[src/rtl/i2s_volume_ctrl.sv]
// Button-driven volume level for the I2S sample path: per-button sync + debounce, hold/auto-repeat
// FSM and a saturating level. Define VOL_MUTE_EN to make a two-button press from IDLE toggle mute.

module i2s_vol_debounce #(
  parameter int DEBOUNCE_CYC = 250000,
  parameter int CW           = 18
) (
  input  logic clk25,
  input  logic reset_n,
  input  logic btn_n,
  output logic db_n
);
  logic [1:0]    sync_q;
  logic [CW-1:0] cnt;

  // Counter only runs while the synchronized pad disagrees with the accepted state.
  always_ff @(posedge clk25 or negedge reset_n) begin
    if (!reset_n) begin
      sync_q <= 2'b11;
      cnt    <= '0;
      db_n   <= 1'b1;
    end else begin
      sync_q <= {sync_q[0], btn_n};
      if (sync_q[1] == db_n) begin
        cnt <= '0;
      end else if (cnt == CW'(DEBOUNCE_CYC-1)) begin
        db_n <= sync_q[1];
        cnt  <= '0;
      end else begin
        cnt <= cnt + 1'b1;
      end
    end
  end
endmodule

module i2s_volume_ctrl #(
  parameter int DEBOUNCE_CYC = 250000,
  parameter int REPEAT_DELAY = 12500000,
  parameter int REPEAT_RATE  = 2500000,
  parameter int VOL_MAX      = 15,
  parameter int VOL_DEFAULT  = 12
) (
  input  logic       clk25,
  input  logic       reset_n,
  input  logic       btn_minus_n,
  input  logic       btn_plus_n,
  output logic [3:0] vol_level,
  output logic       vol_changed,
  output logic       mute
);
  localparam int NUM_BTN = 2;
  localparam int TMAX    = (REPEAT_DELAY > DEBOUNCE_CYC) ? REPEAT_DELAY : DEBOUNCE_CYC;
  localparam int TW      = $clog2(TMAX + 1);

  typedef enum logic [1:0] {IDLE, HOLD, REPEAT, LOCK} state_t;
  typedef enum logic [1:0] {REQ_NONE, REQ_UP, REQ_DN, REQ_BOTH} req_t;

  state_t             state, state_nxt;
  req_t               req, held_req;
  logic [TW-1:0]      timer;
  logic [NUM_BTN-1:0] btn_raw, btn_db_n;
  logic               delay_hit, rate_hit, step, step_up, lock_entry;

  assign btn_raw = {btn_plus_n, btn_minus_n};  // [1] plus, [0] minus

  for (genvar g = 0; g < NUM_BTN; g++) begin : g_btn
    i2s_vol_debounce #(.DEBOUNCE_CYC(DEBOUNCE_CYC), .CW(TW)) u_db (
      .clk25  (clk25),
      .reset_n(reset_n),
      .btn_n  (btn_raw[g]),
      .db_n   (btn_db_n[g])
    );
  end

  always_comb begin
    case (btn_db_n)
      2'b01:   req = REQ_UP;
      2'b10:   req = REQ_DN;
      2'b00:   req = REQ_BOTH;
      default: req = REQ_NONE;
    endcase
  end

  assign delay_hit = (timer == TW'(REPEAT_DELAY-1));
  assign rate_hit  = (timer == TW'(REPEAT_RATE-1));

  // State register; timer clears on every state change so it can never overflow.
  always_ff @(posedge clk25 or negedge reset_n) begin
    if (!reset_n) begin
      state    <= IDLE;
      timer    <= '0;
      held_req <= REQ_NONE;
    end else begin
      state <= state_nxt;
      if (state == IDLE) held_req <= req;
      if (state_nxt != state || (state == REPEAT && rate_hit)) timer <= '0;
      else if (state == HOLD || state == REPEAT)                timer <= timer + 1'b1;
    end
  end

  always_comb begin
    state_nxt = state;
    case (state)
      IDLE: begin
        if (req == REQ_UP || req == REQ_DN) state_nxt = HOLD;
        else if (req == REQ_BOTH)           state_nxt = LOCK;
      end
      HOLD, REPEAT: begin
        if (req != held_req)                state_nxt = (req == REQ_BOTH) ? LOCK : IDLE;
        else if (state == HOLD && delay_hit) state_nxt = REPEAT;
      end
      LOCK:    if (req == REQ_NONE) state_nxt = IDLE;
      default: state_nxt = IDLE;
    endcase
  end

  always_comb begin
    step       = 1'b0;
    step_up    = (req == REQ_UP);
    lock_entry = (state == IDLE) && (req == REQ_BOTH);
    case (state)
      IDLE:    step = (req == REQ_UP) || (req == REQ_DN);
      HOLD:    step = (req == held_req) && delay_hit;
      REPEAT:  step = (req == held_req) && rate_hit;
      default: step = 1'b0;
    endcase
  end

  // Level and strobe share one register stage so readback always sees them together.
  always_ff @(posedge clk25 or negedge reset_n) begin
    if (!reset_n) begin
      vol_level   <= 4'(VOL_DEFAULT);
      vol_changed <= 1'b0;
    end else begin
      vol_changed <= 1'b0;
      if (step && step_up && vol_level != 4'(VOL_MAX)) begin
        vol_level   <= vol_level + 4'd1;
        vol_changed <= 1'b1;
      end else if (step && !step_up && vol_level != 4'd0) begin
        vol_level   <= vol_level - 4'd1;
        vol_changed <= 1'b1;
      end
`ifdef VOL_MUTE_EN
      if (lock_entry || (step && mute)) vol_changed <= 1'b1;
`endif
    end
  end

`ifdef VOL_MUTE_EN
  always_ff @(posedge clk25 or negedge reset_n) begin
    if (!reset_n)        mute <= 1'b0;
    else if (lock_entry) mute <= ~mute;
    else if (step)       mute <= 1'b0;
  end
`else
  assign mute = 1'b0;
`endif
endmodule
[config.mk]
export PLATFORM = sky130hd
export DESIGN_NAME = i2s_volume_ctrl
export DESIGN_NICKNAME = d
export VERILOG_FILES = /design/src/rtl/i2s_volume_ctrl.sv
export SDC_FILE = /design/constraint.sdc
export NUM_CORES = 1
export LEC_CHECK = 0
export BUFFER_PORTS_ARGS = -buffer_cell sky130_fd_sc_hd__buf_2
export CORE_MARGIN = 2
export CORE_UTILIZATION = 38
export CTS_BUF_LIST = sky130_fd_sc_hd__clkbuf_4
export CTS_CLUSTER_SIZE = 28
export DETAILED_ROUTE_END_ITERATION = 8
export SLEW_MARGIN = 20
export SYNTH_ARGS = -nofsm -noshare
export SYNTH_HDL_FRONTEND = slang
export SYNTH_SLANG_ARGS = --single-unit
[constraint.sdc]
create_clock -name clk25 -period 5.85 [get_ports clk25]
set_clock_uncertainty 0.15 [all_clocks]
set_input_delay 0.8775 -clock clk25 [delete_from_list [all_inputs] [get_ports clk25]]
set_output_delay 0.8775 -clock clk25 [all_outputs]
set_load 0.02 [all_outputs]
==> impl_metrics.env, run 1 <==
export IMPL_status="completed"
export IMPL_vias=3385
export IMPL_portBuffers=8
export IMPL_maxCapViolations=0
export IMPL_ioPinCount=10
export IMPL_final_nets=511
export IMPL_power_internal_mw=0.7951
export IMPL_synth_area_leaders="dfrtp_1 (42%), xor2_1 (7.3%), xnor2_1 (6.0%)"
export IMPL_track_usage_pct=14.36
export IMPL_viasPerCell=5.256
export IMPL_grt_pass1_vias=3208
export IMPL_rsz0062_at_grt="false"
export IMPL_syn_inst=483
export IMPL_synth_commonest_cells="dfrtp_1 (79), nor2_1 (70), xor2_1 (39)"
export IMPL_setup_tns_ns=0
export IMPL_synth_most_common_cell="dfrtp_1"
export IMPL_grt_max_degree=50
export IMPL_min_period_ns=4.038
export IMPL_hold_ws_ns=0.2155
export IMPL_root_buffer="clkbuf_4"
export IMPL_final_max_slew_viol_count=0
export IMPL_gp_congestion=0.8281
export IMPL_drt_initial_drc_count=143
export IMPL_power_frac_clock_pct=38.4
export IMPL_drt_antenna_violating_nets=0
export IMPL_ys_ff_latch=87
export IMPL_startpoint_type="register"
export IMPL_required_ns=6.09
export IMPL_fmax_mhz=247.6
export IMPL_drive_gt1_share_pct=9.859
export IMPL_critical_path_arrival_ns=4.28
export IMPL_ctsHoldBuffers=0
export IMPL_grt_pass1_wl_microns=15210
export IMPL_power_density_mw_per_mm2=205.3
export IMPL_cts_tree="built"
export IMPL_max_vdd_ir_drop_uv=172.8
export IMPL_die_h_microns=115.0
export IMPL_yosysWarnings=0
export IMPL_cts_clk_slew_worst_paths_ns=0.15
export IMPL_hold_path_class="in -> async"
export IMPL_p_sw_mw=0.2385
export IMPL_drtPass1Iterations=4
export IMPL_place_area_sq_mm=0.004860
export IMPL_antenna_found_initial=0
export IMPL_path_class="reg -> reg"
export IMPL_synth_ff_type="dfrtp_1"
export IMPL_wirelength_microns=8726
export IMPL_start_util_pct=38.99
export IMPL_synth_area_sq_mm=0.004683
export IMPL_worstMarginPinSlew_ns=0.8009
export IMPL_synth_top_area_share_pct=42.21
export IMPL_syn2layout_area_growth_pct=7.481
export IMPL_cts_buffers=9
export IMPL_postCtsResizedCells=0
export IMPL_cts_htree_levels=3
export IMPL_p_comb_share_pct=2.5
export IMPL_ys_seq_area_share_pct=46.70
export IMPL_grt_overflow=0
export IMPL_synth_distinct_cells=52
export IMPL_yosys_area_top_type="dfrtp_1"
export IMPL_routedWlPerCell_microns=13.55
export IMPL_cts_max_path_buffers=2
export IMPL_cts_setup_buffers=0
export IMPL_dieArea_sq_mm=0.01323
export IMPL_die_w_microns=115.0
export IMPL_seqPwrFrac_pct=59.1
export IMPL_p_total_mw=1.034
export IMPL_slew_headroom_pct=46.12
export IMPL_core_sq_mm=0.01201
export IMPL_stdcell_area_sq_mm=0.005034
export IMPL_rows=40
export IMPL_numClockSinks=87
export IMPL_hold_viol=0
export IMPL_switching_share_pct=23.07
export IMPL_synth_nets=502
export IMPL_period_share_pct=69.03
export IMPL_async_reset_ff_share_pct=100.0
export IMPL_synth_avg_cell_area_sq_um=9.696
export IMPL_diodes=0
export IMPL_setup_viol=0
export IMPL_dpl_hpwl_microns=6031
export IMPL_drcViolationCount=0
export IMPL_synth_edf_count=0
export IMPL_crit_fanout=11
export IMPL_clkLatencyLatePin_ns=0.47
export IMPL_p_leak_nw=2.162
export IMPL_end_kind="register"
[layout make-up]
class / count / area, sq um
timing repair buffer: 13 / 80.08
fill: 1173 / 6978
tap: 147 / 183.9
sequential: 87 / 2187
clock buffer: 10 / 75.07
multi-input combinational: 364 / 2352
clock inverter: 6 / 91.34
inverter: 17 / 63.81
[metal layers]
layer,vias to the layer above,GRT usage (%),share of wire [%]
li1,1704,-,-
met2,32,21.96,45
met1,1641,19.29,50
met3,8,4.955,3.3
met5,-,0,0
met4,0,4.418,1.0
[state kept, by name, summed over array words and instances, names as in the netlist]
register / flops
g_btn.u_db.cnt: 48
g_btn.u_db.db_n: 2
g_btn.u_db.sync_q: 4
held_req: 2
state: 2
timer: 24
vol_changed: 1
vol_level: 4
[power by group through the flow]
stage                     Clock [mW]  Sequential (mW)  Combinational [mW]
after detailed placement           0            0.622              0.0276
after global placement             0            0.622              0.0269
after floorplan                    0            0.621              0.0116
after CTS                      0.417            0.611              0.0277
after global routing           0.440            0.612              0.0311
final                          0.397            0.611              0.0261
[worst paths after layout]
check / endpoint / cells after the start / slack, ns / start
max: vol_level[3] / 15 / 1.81 / g_btn[1].u_db.db_n
min: timer[19] / 1 / 0.22 / reset_n
max reg2reg: vol_level[3] / 15 / 1.81 / g_btn[1].u_db.db_n
min reg2reg: g_btn[0].u_db.sync_q[1] / 0 / 0.22 / g_btn[0].u_db.sync_q[0]
max in group asynchronous: g_btn[1].u_db.cnt[15] / 2 / 4.32 / reset_n
min in group clk25: g_btn[0].u_db.sync_q[1] / 0 / 0.22 / g_btn[0].u_db.sync_q[0]
[per-stage QoR]
step | worst slack, ns | util [%] | cells
2_1_floorplan | 2.232 | - | 483
3_3_place_gp | 2.052 | 40.46 | 627
3_5_place_dp | 1.889 | 40.46 | 627
4_1_cts | 1.840 | 41.84 | 643
5_1_grt | 1.463 | 41.91 | 644
6_report | 1.812 | 41.91 | 644
[critical path, stage by stage, from the launching register on]
cell,delay (ns)
dfstp_2,0.59
inv_1,0.08
ha_1,0.30
or3_1,0.40
a22oi_1,0.27
o2111a_1,0.28
o21ai_1,0.12
nand2_1,0.13
nand3_1,0.15
ha_1,0.33
a21o_1,0.18
a21oi_1,0.31
o21ai_0,0.19
a41o_1,0.28
a31oi_1,0.15
a211oi_1,0.07
[layout by cell type (no fill, tap or decap), types with 5 or more instances in the layout]
master	n
dfrtp_1	79
nor2_1	70
xor2_1	39
nor3_1	36
xnor2_1	32
nand3_1	30
nand2_1	28
nand4_1	20
inv_1	17
ha_1	14
a21oi_1	12
clkbuf_4	11
and4_1	8
nor4_1	8
o21ai_0	8
dfstp_2	8
and3_1	7
buf_2	7
nor2b_1	5
buf_4	5
[cells by family (layout without fill, tap and decap cells)]
| group | Yosys count | count (layout) | synth area share (%) |
|---|---|---|---|
| other cells | 1 | 1 | 0.08007 |
| xor+xnor | 71 | 71 | 13.28 |
| mux | 4 | 4 | 0.9083 |
| flops | 87 | 87 | 46.70 |
| buf+inv | 32 | 46 | 3.072 |
| fa+ha+maj | 15 | 15 | 4.168 |
| compound gates | 40 | 40 | 5.798 |
| simple gates | 233 | 233 | 25.99 |
Note: power is estimated with default switching activity, not from simulation.
==> run 2: changes to the inputs <==
==> constraint.sdc (replaced) <==
create_clock -name clk25 -period 3.9 [get_ports clk25]
set_clock_uncertainty 0.15 [all_clocks]
set_input_delay 0.585 -clock clk25 [delete_from_list [all_inputs] [get_ports clk25]]
set_output_delay 0.585 -clock clk25 [all_outputs]
set_load 0.02 [all_outputs]
==> run 2 against run 1 <==
Effect of this change:
- power rose by 36%
- via count decreased by 0.80%
- highest routed layer unchanged
- hold slack worse by 0.13 ns
==> impl_metrics.env, run 2 (same netlist as run 1, synthesis figures left out) <==
export IMPL_cts_max_path_buffers=2
export IMPL_wirelength_microns=8811
export IMPL_track_usage_pct=14.74
export IMPL_critical_path_arrival_ns=3.88
export IMPL_vias=3358
export IMPL_dpl_cell_count=631
export IMPL_fmax_mhz=274.8
export IMPL_register_area_sq_mm=0.002187
export IMPL_worstMarginPinSlew_ns=0.9436
export IMPL_drt_antenna_violating_nets=0
export IMPL_top_register="g_btn.u_db.cnt"
export IMPL_viasPerCell=5.174
export IMPL_clkLatencyLatePin_ns=0.44
export IMPL_dpl_hpwl_microns=6231
export IMPL_final_max_slew_viol_count=0
export IMPL_required_ns=4.14
export IMPL_stdcell_count=649
export IMPL_path_class="reg -> reg"
export IMPL_die_h_microns=115.0
export IMPL_rsz0062_at_grt="false"
export IMPL_drtPass1Iterations=4
export IMPL_setup_viol=0
export IMPL_period_share_pct=93.32
export IMPL_drcViolationCount=0
export IMPL_post_place_ws_ns=0.2115
export IMPL_core_sq_mm=0.01201
export IMPL_maxCapViolations=0
export IMPL_slowest_stage="dfstp_2"
export IMPL_cts_setup_buffers=0
export IMPL_grt_pass1_wl_microns=15780
export IMPL_crit_fanout=8
export IMPL_largest_reg_flops=48
export IMPL_antenna_found_initial=0
export IMPL_startpoint_type="register"
export IMPL_numClockSinks=87
export IMPL_portBuffers=8
export IMPL_n_fill_cell=1194
export IMPL_grt_max_degree=47
export IMPL_hold_path_class="in -> reg"
export IMPL_fin_ws_ns=0.2606
export IMPL_max_vdd_ir_drop_uv=216.2
export IMPL_setup_tns_ns=0
export IMPL_dieArea_sq_mm=0.01323
export IMPL_min_period_ns=3.639
export IMPL_worstPathCellList="inv_1 -> ha_2 -> or3_1 -> a22oi_2 -> o2111a_1 -> o21ai_1 -> nand2_1 -> nand3_1 -> ha_1 -> a21o_1 -> a21oi_1 -> o21ai_0 -> a41o_1 -> a31oi_1 -> a211oi_1"
export IMPL_end_kind="register"
export IMPL_layout_common_cells="dfrtp_1 (79), nor2_1 (70), xor2_1 (39), nor3_1 (36), xnor2_1 (32)"
export IMPL_slew_headroom_pct=36.51
export IMPL_root_buffer="clkbuf_4"
export IMPL_rows=40
export IMPL_drt_initial_drc_count=176
export IMPL_multi_input_area_sq_mm=0.002360
export IMPL_hold_viol=0
export IMPL_drive_gt1_share_pct=10.56
export IMPL_final_common_cell="dfrtp_1"
export IMPL_grt_overflow=0
export IMPL_cpPeakStageDelay_ns=0.59
export IMPL_status="completed"
export IMPL_cts_tree="built"
export IMPL_reg_top3="g_btn.u_db.cnt (48), timer (24)"
export IMPL_p_leak_nw=2.152
export IMPL_gp_congestion=0.7790
export IMPL_power_density_mw_per_mm2=279.7
export IMPL_cts_clk_slew_worst_paths_ns=0.14
export IMPL_cts_buffers=9
export IMPL_cts_htree_levels=3
export IMPL_syn2layout_area_growth_pct=7.294
export IMPL_ioPinCount=10
export IMPL_final_nets=516
export IMPL_start_util_pct=38.99
export IMPL_routedWlPerCell_microns=13.58
export IMPL_diodes=0
export IMPL_grt_pass1_vias=3398
export IMPL_die_w_microns=115.0
==> run 2: cell count changes in the layout (fill, tap and decap cells not counted), sizes merged <==
cell | before | now
clkinv | 1 | 2
dlygate4sd3 | 0 | 1
bufinv | 2 | 0
clkinvlp | 0 | 2
inv | 20 | 17
clkbuf | 11 | 12
buf | 12 | 17
==> run 2: critical path: cells and delay by family (launching register included) <==
family	cells	cell delay [ns]
buf+inv	1	0.08
simple gates	3	0.63
compound gates	9	1.58
flops	1	0.59
fa+ha+maj	2	0.55
==> run 2: worst paths after layout <==
path                                               from                       to  slack [ns]  cells past startpoint
worst max register to register       g_btn[0].u_db.db_n             vol_level[3]        0.26                     15
worst max-delay path                 g_btn[0].u_db.db_n             vol_level[3]        0.26                     15
min in group asynchronous                       reset_n             vol_level[1]        0.31                      2
worst min register to register  g_btn[0].u_db.sync_q[0]  g_btn[0].u_db.sync_q[1]        0.20                      0
max in group asynchronous                       reset_n  g_btn[1].u_db.sync_q[0]        2.54                      3
worst min-delay path                         btn_plus_n  g_btn[1].u_db.sync_q[0]        0.09                      1
==> run 2: layer usage <==
layer | track usage (%) | routed length, microns | vias up
li1 | - | - | 1707
met1 | 19.44 | 4343 | 1608
met2 | 24.12 | 4104 | 35
met3 | 3.479 | 244 | 8
met4 | 4.578 | 120 | 0
met5 | 0 | 0 | -
==> run 2: report_power, final <==
group	switching (mW)	leakage [nW]	internal, mW
Combinational	0.0303	0.932	0.00974
Clock	0.301	0.0586	0.149
Sequential	0.00524	1.16	0.911
Total	0.336	2.15	1.07
==> run 2: layout make-up <==
type / instances / area share, %
Timing Repair Buffer: 18 / 2.341
Multi-Input combinational cell: 364 / 46.96
Inverter: 17 / 1.270
Clock inverter: 4 / 0.4482
Sequential cell: 87 / 43.53
Tap cell: 147 / 3.660
Clock buffer: 12 / 1.793
==> run 2: through the flow <==
| stage | hold WS [ns] | cell area, sq um | utilization [%] | power, mW |
|---|---|---|---|---|
| 2_1_floorplan | 0.1394 | 4683 | - | 0.9494 |
| 3_3_place_gp | 0.1973 | 4890 | 40.71 | 0.9743 |
| 3_5_place_dp | 0.1993 | 4890 | 40.71 | 0.9750 |
| 4_1_cts | 0.04887 | 5012 | 41.73 | 1.436 |
| 5_1_grt | 0.04213 | 5025 | 41.83 | 1.474 |
| 6_report | 0.08822 | 5025 | 41.83 | 1.406 |
==> run 2: what timing repair did <==
item                                   CTS  global route
hold buffers                             1             0
setup endpoints to repair                0             1
endpoints found under the hold margin    3             0
resized for setup                        0             2
==> run 3: changes to the inputs <==
--- a/config.mk
+++ b/config.mk
@@ -5,12 +5,14 @@
 export SDC_FILE = /design/constraint.sdc
 export NUM_CORES = 1
 export LEC_CHECK = 0
+export ABC_AREA = 1
 export BUFFER_PORTS_ARGS = -buffer_cell sky130_fd_sc_hd__buf_2
 export CORE_MARGIN = 2
 export CORE_UTILIZATION = 38
 export CTS_BUF_LIST = sky130_fd_sc_hd__clkbuf_4
 export CTS_CLUSTER_SIZE = 28
 export DETAILED_ROUTE_END_ITERATION = 8
+export HOLD_SLACK_MARGIN = 0.02
 export SLEW_MARGIN = 20
 export SYNTH_ARGS = -nofsm -noshare
 export SYNTH_HDL_FRONTEND = slang
==> run 3 against run 2 <==
Effect of this change:
- sequential share of layout area fell by 3.9 points
- first-iteration DRC count grew 51%
- global-route usage increased by 0.63 points
- critical path type unchanged
- largest power group unchanged
==> impl_metrics.env, run 3 <==
export IMPL_status="completed"
export IMPL_slowest_stage="dfstp_2"
export IMPL_required_ns=4.14
export IMPL_drive_gt1_share_pct=13.13
export IMPL_period_share_pct=77.92
export IMPL_final_max_slew_viol_count=0
export IMPL_path_class="reg -> reg"
export IMPL_setup_viol=0
export IMPL_drtPass1Iterations=5
export IMPL_synth_edf_count=0
export IMPL_hold_viol=0
export IMPL_synth_area_leaders="dfrtp_1 (39%), nand2_1 (9.0%), inv_1 (6.4%)"
export IMPL_async_reset_ff_share_pct=100.0
export IMPL_drcViolationCount=0
export IMPL_largest_reg_flops=48
export IMPL_core_sq_mm=0.01319
export IMPL_synth_top_area_share_pct=38.67
export IMPL_r2r_slack_ns=0.86
export IMPL_ys_ff_latch=87
export IMPL_die_w_microns=120.0
export IMPL_r2r_end="vol_level[3]"
export IMPL_end_kind="register"
export IMPL_dpl_hpwl_microns=7473
export IMPL_cts_clk_slew_worst_paths_ns=0.15
export IMPL_r2r_cells=16
export IMPL_ctsHoldBuffers=1
export IMPL_worstMarginPinSlew_ns=0.6396
export IMPL_syn2layout_area_growth_pct=8.052
export IMPL_vias=4033
export IMPL_synth_area_sq_mm=0.005112
export IMPL_final_common_cell="nand2_1"
export IMPL_grt_max_degree=37
export IMPL_postCtsResizedCells=0
export IMPL_hp_start="g_btn[1].u_db.sync_q[0]"
export IMPL_place_area_sq_mm=0.005328
export IMPL_critical_path_arrival_ns=3.28
export IMPL_grt_pass1_wl_microns=18030
export IMPL_syn_inst=632
export IMPL_cpPeakStageDelay_ns=0.60
export IMPL_dieArea_sq_mm=0.01440
export IMPL_cts_buffers=9
export IMPL_portBuffers=8
export IMPL_synth_most_common_cell="nand2_1"
export IMPL_hold_path_class="reg -> reg"
export IMPL_maxCapViolations=0
export IMPL_crit_top_cell="nand2_1"
export IMPL_cts_tree="built"
export IMPL_synth_ff_type="dfrtp_1"
export IMPL_cts_setup_buffers=0
export IMPL_layout_common_cells="nand2_1 (123), inv_1 (87), nor2_1 (79), dfrtp_1 (79), nor3_1 (33)"
export IMPL_routedWlPerCell_microns=11.99
export IMPL_cts_max_path_buffers=2
export IMPL_ys_seq_area_share_pct=42.78
export IMPL_startpoint_type="register"
export IMPL_top_register="g_btn.u_db.cnt"
export IMPL_synth_nets=651
export IMPL_stdcell_area_sq_mm=0.005524
export IMPL_min_period_ns=3.039
export IMPL_antenna_found_initial=1
export IMPL_drt_antenna_violating_nets=0
export IMPL_power_density_mw_per_mm2=279.9
export IMPL_die_h_microns=120.0
export IMPL_start_util_pct=38.76
export IMPL_synth_commonest_cells="nand2_1 (123), inv_1 (87), dfrtp_1 (79), nor2_1 (79), nor3_1 (33)"
export IMPL_root_buffer="clkbuf_4"
export IMPL_holdPathStages=0
export IMPL_fmax_mhz=329.1
export IMPL_ioPinCount=10
export IMPL_cts_htree_levels=3
export IMPL_gp_congestion=0.8425
export IMPL_critPathTopFamily="simple AND/OR/NAND/NOR gates"
export IMPL_synth_distinct_cells=40
export IMPL_slew_headroom_pct=57.32
export IMPL_rows=42
export IMPL_min_to="g_btn[1].u_db.sync_q[1]"
export IMPL_final_nets=669
export IMPL_grt_overflow=0
export IMPL_reg_top3="g_btn.u_db.cnt (48), timer (24)"
export IMPL_drt_initial_drc_count=266
export IMPL_clkLatencyLatePin_ns=0.46
export IMPL_viasPerCell=4.847
export IMPL_rr_startpoint="g_btn[0].u_db.db_n"
export IMPL_wirelength_microns=9976
export IMPL_critical_path_buf_inv_count=2
export IMPL_crit_fanout=5
export IMPL_worstPathCellList="inv_1 -> ha_1 -> nor2_1 -> nand2_1 -> nand2_1 -> nand4_1 -> inv_1 -> nand2_1 -> a21oi_1 -> nand2_1 -> ha_1 -> a21oi_1 -> o21ai_0 -> xnor2_1 -> nand3_1 -> xor2_1"
export IMPL_p_leak_nw=2.338
export IMPL_yosys_area_top_type="dfrtp_1"
export IMPL_track_usage_pct=15.37
export IMPL_yosysWarnings=0
export IMPL_setup_tns_ns=0
export IMPL_grt_pass1_vias=3955
export IMPL_max_vdd_ir_drop_uv=167.3
export IMPL_rsz0062_at_grt="false"
export IMPL_synth_avg_cell_area_sq_um=8.089
export IMPL_numClockSinks=87
-- run 3: kinds of logic (layout without fill, tap and decap cells) --
group                    Yosys count  in the layout  share of synthesized area [%]
XOR/XNOR                          29             29                          4.968
adder cells (fa/ha/maj)           15             15                          3.818
other                              1              2                        0.07335
multiplexers                       3              3                         0.6363
buffers and inverters            100            123                          8.174
AND/OR/NAND/NOR                  349            349                          34.43
AO/OA/AOI/OAI                     48             48                          5.115
flip-flops                        87             87                          42.78
-- run 3: report_power, final --
group | total, mW | internal, mW | switching (mW) | leakage, nW
clock | 0.585 | 0.262 | 0.323 | 0.0903
combinational | 0.0449 | 0.0109 | 0.0339 | 1.09
sequential | 0.916 | 0.911 | 0.00465 | 1.16
total | 1.55 | 1.18 | 0.362 | 2.34
-- run 3: final cells by class --
class / instances / area, sq um
Inverter: 94 / 355.3
Antenna cell: 1 / 2.502
Fill cell: 1317 / 7666
Clock buffer: 9 / 67.56
Timing Repair Buffer: 13 / 87.58
Multi-Input combinational cell: 445 / 2507
Clock inverter: 7 / 96.34
Sequential cell: 87 / 2187
Tap cell: 176 / 220.2
-- run 3: worst max-delay path by stage --
| stage | from | to | depth (start not counted) |
|---|---|---|---|
| 6_report | g_btn[0].u_db.db_n | vol_level[3] | 16 |
| 3_5_place_dp | g_btn[0].u_db.db_n | vol_level[3] | 16 |
| 3_3_place_gp | g_btn[0].u_db.db_n | vol_level[3] | 16 |
| 4_1_cts | g_btn[0].u_db.db_n | vol_level[3] | 16 |
| 2_1_floorplan | g_btn[0].u_db.db_n | vol_level[3] | 16 |
| 5_1_grt | g_btn[1].u_db.db_n | vol_level[3] | 16 |
-- run 3: through the flow --
stage | power [mW] | setup WS, ns | util [%] | std cells | hold WS [ns]
after CTS | 1.573 | 0.8393 | 41.71 | 829 | 0.02142
after detailed placement | 0.9773 | 0.8656 | 40.39 | 812 | 0.1999
final | 1.546 | 0.8612 | 41.88 | 832 | 0.2159
after global routing | 1.620 | 0.5062 | 41.88 | 832 | 0.2263
after global placement | 0.9757 | 0.9815 | 40.39 | 812 | 0.1971
after floorplan | 0.9497 | 1.135 | - | 632 | 0.1394
-- run 3: routing by layer --
metal,vias up,part of all wire (%),GRT usage [%]
li1,2063,-,-
met2,67,46,24.08
met1,1901,49,20.68
met5,-,0,0
met4,0,0.49,3.897
met3,2,4.5,4.753
-- run 3: worst register-to-register path, delay by kind of cell, from the launching register on --
| family | cells | cell delay, ns |
|---|---|---|
| AND/OR/NAND/NOR | 7 | 0.69 |
| adder cells (fa/ha/maj) | 2 | 0.61 |
| XOR/XNOR | 2 | 0.32 |
| buffers and inverters | 2 | 0.14 |
| flip-flops | 1 | 0.60 |
| AO/OA/AOI/OAI | 3 | 0.46 |
